[src/rtl/bit_interleaver.sv]
`default_nettype none
// ============================================================================
// Module      : bit_interleaver
// Description : Row/column block interleaver for the coded dibit stream
//               between the convolutional encoder and the QPSK modulator.
//               Entries are written row-major into one bank of a ping-pong
//               store and read column-major from the other bank. Both sides
//               advance on the same strobe, so rates always match.
//
// Ports       : CLOCK_50      - system clock, all state on rising edge
//               reset_n       - asynchronous active-low reset
//               in_valid      - one-cycle strobe, in_data accepted
//               in_data       - encoder output entry (W bits)
//               bypass_req    - pass-through request, sampled at frame end
//               out_valid     - registered, one cycle after accepted strobe
//               out_data      - interleaved (or bypassed) entry
//               out_sof       - first entry of each output frame
//               bypass_active - current frame runs in pass-through mode
//
// Revision    : 1.0 - initial release
// ============================================================================
module bit_interleaver #(
    parameter int ROWS = 4,
    parameter int COLS = 8,
    parameter int W    = 2
) (
    input  logic         CLOCK_50,
    input  logic         reset_n,
    input  logic         in_valid,
    input  logic [W-1:0] in_data,
    input  logic         bypass_req,
    output logic         out_valid,
    output logic [W-1:0] out_data,
    output logic         out_sof,
    output logic         bypass_active
);

    localparam int c_N  = ROWS * COLS;
    localparam int c_AW = (c_N > 1) ? $clog2(c_N) : 1;
    localparam int c_RW = (ROWS > 1) ? $clog2(ROWS) : 1;
    localparam int c_CW = (COLS > 1) ? $clog2(COLS) : 1;

    localparam logic [c_RW-1:0] c_ROW_LAST = c_RW'(ROWS - 1);
    localparam logic [c_CW-1:0] c_COL_LAST = c_CW'(COLS - 1);
    localparam logic [c_AW-1:0] c_COLS_A   = c_AW'(COLS);

    // Ping-pong storage; contents are never reset because every location
    // is written before the bank is swapped onto the read side.
    logic [W-1:0]    r_bank0 [c_N];
    logic [W-1:0]    r_bank1 [c_N];

    logic [c_RW-1:0] r_wr;
    logic [c_CW-1:0] r_wc;
    logic [c_RW-1:0] r_rr;
    logic [c_CW-1:0] r_rc;
    logic            r_wbank;
    logic            r_primed;
    logic            r_bypass;
    logic            r_out_valid;
    logic [W-1:0]    r_out_data;
    logic            r_out_sof;

    logic [c_AW-1:0] w_waddr;
    logic [c_AW-1:0] w_raddr;
    logic [W-1:0]    w_rdata;
    logic            w_wc_last;
    logic            w_rr_last;
    logic            w_boundary;

    assign w_waddr    = c_AW'(r_wr) * c_COLS_A + c_AW'(r_wc);
    assign w_raddr    = c_AW'(r_rr) * c_COLS_A + c_AW'(r_rc);
    assign w_rdata    = r_wbank ? r_bank0[w_raddr] : r_bank1[w_raddr];
    assign w_wc_last  = (r_wc == c_COL_LAST);
    assign w_rr_last  = (r_rr == c_ROW_LAST);
    // Write and read sides step together, so the write side alone marks
    // the end of a frame; the read counters are at their last entry too.
    assign w_boundary = w_wc_last && (r_wr == c_ROW_LAST);

    // Storage write port (no reset on the memory itself).
    always_ff @(posedge CLOCK_50) begin
        if (in_valid) begin
            if (r_wbank) begin
                r_bank1[w_waddr] <= in_data;
            end else begin
                r_bank0[w_waddr] <= in_data;
            end
        end
    end

    // Counters, bank select, mode and registered outputs.
    always_ff @(posedge CLOCK_50 or negedge reset_n) begin
        if (!reset_n) begin
            r_wr        <= '0;
            r_wc        <= '0;
            r_rr        <= '0;
            r_rc        <= '0;
            r_wbank     <= 1'b0;
            r_primed    <= 1'b0;
            r_bypass    <= 1'b0;
            r_out_valid <= 1'b0;
            r_out_data  <= '0;
            r_out_sof   <= 1'b0;
        end else if (in_valid) begin
            // Output uses the mode and read position in force for this
            // strobe; the boundary strobe still reads the outgoing bank.
            r_out_valid <= r_primed || r_bypass;
            if (r_bypass) begin
                r_out_data <= in_data;
                r_out_sof  <= (r_wr == '0) && (r_wc == '0);
            end else if (r_primed) begin
                r_out_data <= w_rdata;
                r_out_sof  <= (r_rr == '0) && (r_rc == '0);
            end else begin
                r_out_sof  <= 1'b0;
            end

            if (w_boundary) begin
                r_wr     <= '0;
                r_wc     <= '0;
                r_rr     <= '0;
                r_rc     <= '0;
                r_wbank  <= ~r_wbank;
                r_primed <= 1'b1;
                r_bypass <= bypass_req;
            end else begin
                // Write side: column first, row on column wrap.
                if (w_wc_last) begin
                    r_wc <= '0;
                    r_wr <= r_wr + 1'b1;
                end else begin
                    r_wc <= r_wc + 1'b1;
                end
                // Read side: row first, column on row wrap.
                if (w_rr_last) begin
                    r_rr <= '0;
                    r_rc <= r_rc + 1'b1;
                end else begin
                    r_rr <= r_rr + 1'b1;
                end
            end
        end else begin
            r_out_valid <= 1'b0;
            r_out_sof   <= 1'b0;
        end
    end

    assign out_valid     = r_out_valid;
    assign out_data      = r_out_data;
    assign out_sof       = r_out_sof;
    assign bypass_active = r_bypass;

endmodule
`default_nettype wire

[config.mk]
export PLATFORM = sky130hd
export DESIGN_NAME = bit_interleaver
export DESIGN_NICKNAME = d
export VERILOG_FILES = /design/src/rtl/bit_interleaver.sv
export SDC_FILE = /design/constraint.sdc
export NUM_CORES = 1
export LEC_CHECK = 0
export CAP_MARGIN = 15
export CORE_MARGIN = 2
export CORE_UTILIZATION = 55
export CTS_BUF_LIST = sky130_fd_sc_hd__clkbuf_8
export CTS_CLUSTER_DIAMETER = 50
export DETAILED_ROUTE_END_ITERATION = 10
export GPL_ROUTABILITY_DRIVEN = 0
export GPL_TIMING_DRIVEN = 0
export PLACE_DENSITY = 0.78
export RECOVER_POWER = 100
export SLEW_MARGIN = 40
export SYNTH_ARGS = -nofsm -noshare
export SYNTH_HDL_FRONTEND = slang
export SYNTH_SLANG_ARGS = --single-unit
[constraint.sdc]
create_clock -name CLOCK_50 -period 3.3 [get_ports CLOCK_50]
set_clock_uncertainty 0.2 [all_clocks]
set_input_delay 0.66 -clock CLOCK_50 [delete_from_list [all_inputs] [get_ports CLOCK_50]]
set_output_delay 0.66 -clock CLOCK_50 [all_outputs]
set_load 0.01 [all_outputs]
==> results of run 1 <==
[layer usage]
layer | global-route usage | up-vias | share of wire
li1 | - | 1566 | -
met1 | 0.3374 | 1794 | 0.42
met2 | 0.3519 | 199 | 0.45
met3 | 0.05703 | 50 | 0.089
met4 | 0.1179 | 0 | 0.043
met5 | 0 | - | 0
[cell type report]
class	count	area [um2]
Clock buffer	17	234.0
Inverter	10	37.54
Multi-Input combinational cell	216	1803
Clock inverter	14	118.9
Sequential cell	145	4269
Fill cell	777	4108
Timing Repair Buffer	12	96.34
Buffer	20	93.84
Tap cell	140	175.2
[timing repair]
| action | CTS | global route |
|---|---|---|
| endpoints found under the hold margin | 0 | 17 |
| setup buffers | 0 | 0 |
| hold buffers | 0 | 1 |
| endpoints found under the setup margin | 0 | 0 |
[sequential cells by signal, summed over array words and instances, names as in the netlist]
register,flops
r_primed,1
r_bank1,64
out_valid,1
r_bank0,64
r_rr,2
out_sof,1
out_data,2
r_wr,2
r_wc,3
bypass_active,1
r_wbank,1
r_rc,3
[worst min path at each step]
stage                     startpoint       endpoint  slack (ps)  depth (start not counted)
after floorplan              reset_n  bypass_active         160                          0
after global placement      r_primed       r_primed         310                          1
after detailed placement    r_primed       r_primed         330                          1
after CTS                   r_primed       r_primed         340                          1
after global routing        r_primed       r_primed         370                          1
final                       r_primed       r_primed         360                          1
[worst max-delay path: stages, from the launching register on]
cell and delay (ps):
dfrtp_1 560, clkbuf_1 550, clkbuf_1 420, nand3_1 570, nor2_1 360
[layout by cell type (no fill, tap or decap), drive strengths merged, types with 3 or more instances in the layout]
cell and n:
edfxtp 128, nor2 67, mux4 31, clkbuf 31
nand2 30, dfrtp 17, ha 13, mux2i 12
inv 11, clkinv 10, buf 10, o21ai 9
nand3 8, dlygate4sd3 7, nand2b 6, o22ai 3
nor3 3, nand3b 3, mux2 3, nor4 3
and2 3
[kinds of logic (layout without fill, tap and decap cells)]
kind of cell               after synthesis  in the layout
AOI/OAI and AO/OA                       25             25
xor gates and xnor gates                 1              1
adders and majority gates               13             13
buffers and inverters                   30             73
DFF                                    145            145
muxes                                   46             46
and+or+nand+nor                        131            131
[through the flow]
stage	setup TNS (ps)	util	total power, uW	hold slack (ps)	worst slack [ps]
after floorplan	0	-	3368	164.4	1083
after global placement	-260.1	0.5924	3859	309.8	-222.3
after detailed placement	0	0.5938	3897	325.9	248.8
after CTS	0	0.6261	5136	342.1	381.5
after global routing	0	0.6244	5351	366.2	132.3
final	0	0.6244	5137	355.2	327.3
[where the power goes]
part	leakage [uW]	total, uW	internal (uW)	switching (uW)
Combinational	0.000746	1630	663	962
Sequential	0.00137	2250	2130	117
Clock	0.000178	1260	586	675
Total	0.00229	5140	3380	1750
==> results.md, run 1 <==
- Nature of the critical path endpoint: register
- Dpl cells: 542
- Sink Count: between 100 and 150
- Worst slew pin tran: between 1500 and 2000 ps
- Num CTS Buffers: 17
- Crit path capture: r_bank1[23][0]
- Clock Pin Slew Worst Setup and Hold Paths: around 80 ps
- CP Launch Type: register
- Initial core utilization: 0.5673
- Mapped Cells: just under 400
- Status: finished with violations
- Nets@finish: between 400 and 500
- Top fanout value on the critical path: 10
- Hpwl dp: around 8.5 mm
- Seq/Total Area, Yosys: 0.6882
- All-Layer GR Usage: 0.2390
- Fin. Hold Viols: 0
- WP data required: between 3000 and 4000 ps
- Worst Hold Class: register to register
- LEAKAGE: roughly 0.0023 uW
- Synth warnings: 0
- Vias in the first global route: between 3,000 and 4,000
- Post_cts resized: 0
- Failing checks: max-capacitance violations, max-slew violations
- Max Slew Vio Count: 39
- Layout cells sized above 1: 0.1429
- Post-synthesis compound-gate area fraction: 0.02783
- # diodes: 0
- Synth top cells by count: edfxtp_1, nor2_1, nand2_1
- Period minus WS final: just under 3000 ps
- # setup viols final: 0
- Post-synthesis adder-cell area fraction: 0.02622
- P&R area growth vs syn: 10.06%
- R2R setup slack: 330 ps
- RR Endpoint: r_bank1[23][0]
- Top cell type's share of synthesized area: 0.6196
- Mux contribution to synthesized area: 0.1422
- Remaining DRCs: 0
- Post-synth ARST share: 0.1172
- CTS max path bufs: 2
- Simple-gate portion of the synthesized area: 0.09298
- Largest area contributor in the netlist: edfxtp_1
- Post-synth EDFFs: 128
- Unrepaired setup endpoints after global routing: false
- Worst vdd ir: 0.3336 mV
- Clk Latency, worst-skew pair: around 450 ps
- DRT Pass-1 Iters: 5
- Die width: roughly 110 um
- Max cap viols: 1
- Count leader, synth: edfxtp_1
- Post-Layout Cell Count: ~570
- Largest net degree at the start of global routing: between 60 and 70
- Core Area: ~11,000 um2
- WP data arrival: roughly 2900 ps
- Unique cell type count in the Yosys netlist: between 40 and 50
- Die Ht: around 110 um
- Worst slew margin: -0.03714
- Die area: between 10,000 and 15,000 um2
- WL/cell: around 23 um
- Final worst-path cycle share: 0.9008
- Htree depth: 4
- Largest family of logic cells by synthesized area: multiplexers
- Io pins: 11
- Global-route wire length before repair: about 20 mm
- Placed standard-cell area: 6494 um2
- Flops & latches, synth: ~150
- ANT nets after route: 0
- Total detailed-routing wirelength: approximately 13 mm
- Reg2Reg Depth: 4
- Grt ovf: 0
- Top FF cell, synth: edfxtp_1
- Via count: about 3,600
- Critical path type: register to register
- Reg2Reg Launch Point: r_wbank
- Vias per cell: roughly 6.3
- Root buffer cell: clkbuf_8
- Xor/xnor share of the synthesized area: 0.001412
- Syn_nets: between 400 and 500
- CTS tree: done
- 1st-iter DRT viols: 410
- Top cells by area, synth: edfxtp_1, mux4_2, dfrtp_1
- Non-Filler Cell Area, Final: roughly 6800 um2
- Mapped cell area: around 6200 um2
- Crit. Startpoint: r_wbank
- F_max: roughly 0.34 GHz
- Row count: 38
- Pwr dens: about 750 nW/um2
- IO buf count: 10
- Mean Syn Cell Area: 15.87 um2
- Initial antenna violation count: 0
No activity file was read; power rests on OpenSTA's default activity.
==> run 2, diff against run 1 <==
Settings changed: CORE_UTILIZATION 55 to 50, DONT_BUFFER_PORTS set to 1, PLACE_DENSITY 0.78 to 0.71.
==> run 2 against run 1 <==
  * The flow now finishes without violations
  * Sequential power is essentially flat
  * Setup slack lost 59 ps
  * Sequential share of layout area is essentially flat
  * Via count shrank 1.8%
  * Power grew 1.9%
  * Clock-buffer cell count is the same
  * Non-clock buffer count shrank 10
  * Largest power group unchanged
==> results.md, run 2 (same netlist as run 1, synthesis figures left out) <==
- Status: complete, no violations
- Largest registers: r_bank0 (64), r_bank1 (64)
- Num CTS Buffers: 17
- Die Ht: roughly 120 um
- Row count: 40
- 1st-iter DRT viols: approximately 370
- Max cap viols: 0
- Htree depth: 4
- DRT Pass-1 Iters: 5
- CP Launch Type: register
- Worst vdd ir: roughly 0.30 mV
- Unrepaired setup endpoints after global routing: false
- CP Cell Sequence: buf_6 -> clkbuf_1 -> mux4_2 -> mux2i_1 -> nor4_1 -> nor4_1 -> o22ai_1
- Vias per cell: 5.975
- Root buffer cell: clkbuf_8
- Reg2Reg Launch Point: r_rc[1]
- Vias in the first global route: 3,538
- # setup viols final: 0
- IO buf count: 0
- R2R setup slack: ~270 ps
- Period minus WS final: ~3000 ps
- Clock Pin Slew Worst Setup and Hold Paths: roughly 80 ps
- Post-CTS Setup Bufs: 0
- Global-route wire length before repair: 20.28 mm
- Reg2Reg Depth: 7
- Worst slew margin: 0.3564
- Largest net degree at the start of global routing: 66
- Pwr dens: 766.2 nW/um2
- Most frequent CP cell: nor4_1
- Worst slew pin tran: a little under 1000 ps
- Fin. Hold Viols: 0
- Worst Hold Class: input pin to register
- Via count: ~3,500
- LEAKAGE: 0.002268 uW
- WL/cell: approximately 22 um
- Layout cells sized above 1: 0.1482
- Final worst-path cycle share: 0.9188
- Crit-path max cell delay: a little over 700 ps
- Die width: approximately 120 um
- Die area: 13,310 um2
- Max Slew Vio Count: 0
- # diodes: 0
- Worst hold path endpoint: r_bank1[5][0]
- WP data arrival: roughly 3100 ps
- Post_cts resized: 0
- CTS max path bufs: 2
- Hold depth: 0
- CP Buf/Inv Count: 2
- RR Endpoint: out_data[1]
- Initial core utilization: 0.5143
- Core Area: between 10,000 and 15,000 um2
- Nets@finish: between 400 and 500
- Critical path type: register to register
- WHS: between 100 and 150 ps
- TNS Setup: 0 ps
- Grt ovf: 0
- Top fanout value on the critical path: 10
- Io pins: 11
- ANT nets after route: 0
- Most frequent cells in the layout: edfxtp_1, nor2_1, nand2_1
- Clk Latency, worst-skew pair: 450 ps
- P&R area growth vs syn: 10.08%
- F_max: 0.3298 GHz
- Most common cell after layout, fill and taps aside: edfxtp_1
- Sink Count: ~150
- Top delay family on crit path: buffers and inverters
- Remaining DRCs: 0
- CTS tree: done
- WP data required: around 3400 ps
- Total detailed-routing wirelength: roughly 13 mm
- All-Layer GR Usage: 0.2161
- Hold Path Origin: in_data[0]
- Initial antenna violation count: 0
- Nature of the critical path endpoint: register
- Slowest CP cell: clkbuf_1
- Hpwl dp: around 8.3 mm
run 2: area by class of cell:
class | instances | area [um2]
Inverter | 10 | 37.54
Tap cell | 168 | 210.2
Multi-Input combinational cell | 216 | 1803
Buffer | 20 | 92.59
Clock buffer | 17 | 234.0
Clock inverter | 15 | 168.9
Timing Repair Buffer | 2 | 13.76
Sequential cell | 145 | 4269
Fill cell | 943 | 5233
run 2: per-layer routing:
layer  part of all wire  GRT usage  up-vias
met5                  0          0        -
met1               0.44     0.3022     1817
li1                   -          -     1539
met4              0.022    0.08193        0
met3              0.074    0.06326       22
met2               0.46     0.3240      165
run 2: repair_timing:
item                                    CTS  global route
hold endpoints to repair                 17            17
hold buffers                              1             1
endpoints found under the setup margin    0             0
run 2: worst max path at each step:
stage | from | endpoint | slack, ps | depth (start not counted)
after floorplan | r_rc[1] | out_data[0] | 1080 | 6
after global placement | r_wbank | r_bank1[9][1] | 400 | 4
after detailed placement | r_wbank | r_bank1[11][1] | 350 | 4
after CTS | r_wbank | r_bank1[11][0] | 330 | 4
after global routing | r_rc[1] | out_data[1] | 160 | 7
final | r_rc[1] | out_data[1] | 270 | 7
run 2: report_power, final:
| group | switching [uW] | internal [uW] |
|---|---|---|
| Clock | 672 | 740 |
| Combinational | 917 | 634 |
| Sequential | 137 | 2130 |
| Total | 1730 | 3510 |
run 2: metrics by stage:
stage / utilization / power (uW) / cell area (um2) / setup WS (ps) / std cells
6_report: 0.5662 / 5232 / 6829 / 268.0 / 593
5_1_grt: 0.5662 / 5456 / 6829 / 159.3 / 593
4_1_cts: 0.5660 / 5240 / 6827 / 334.8 / 592
3_5_place_dp: 0.5317 / 3835 / 6414 / 346.5 / 559
3_3_place_gp: 0.5317 / 3812 / 6414 / 401.9 / 559
2_1_floorplan: - / 3368 / 6203 / 1083 / 391
==> run 3, diff against run 2 <==
Settings changed: CAP_MARGIN 15 to 25.
==> results of run 3 <==
Same layout as run 2: the final DEF is identical, and so are final timing and power.
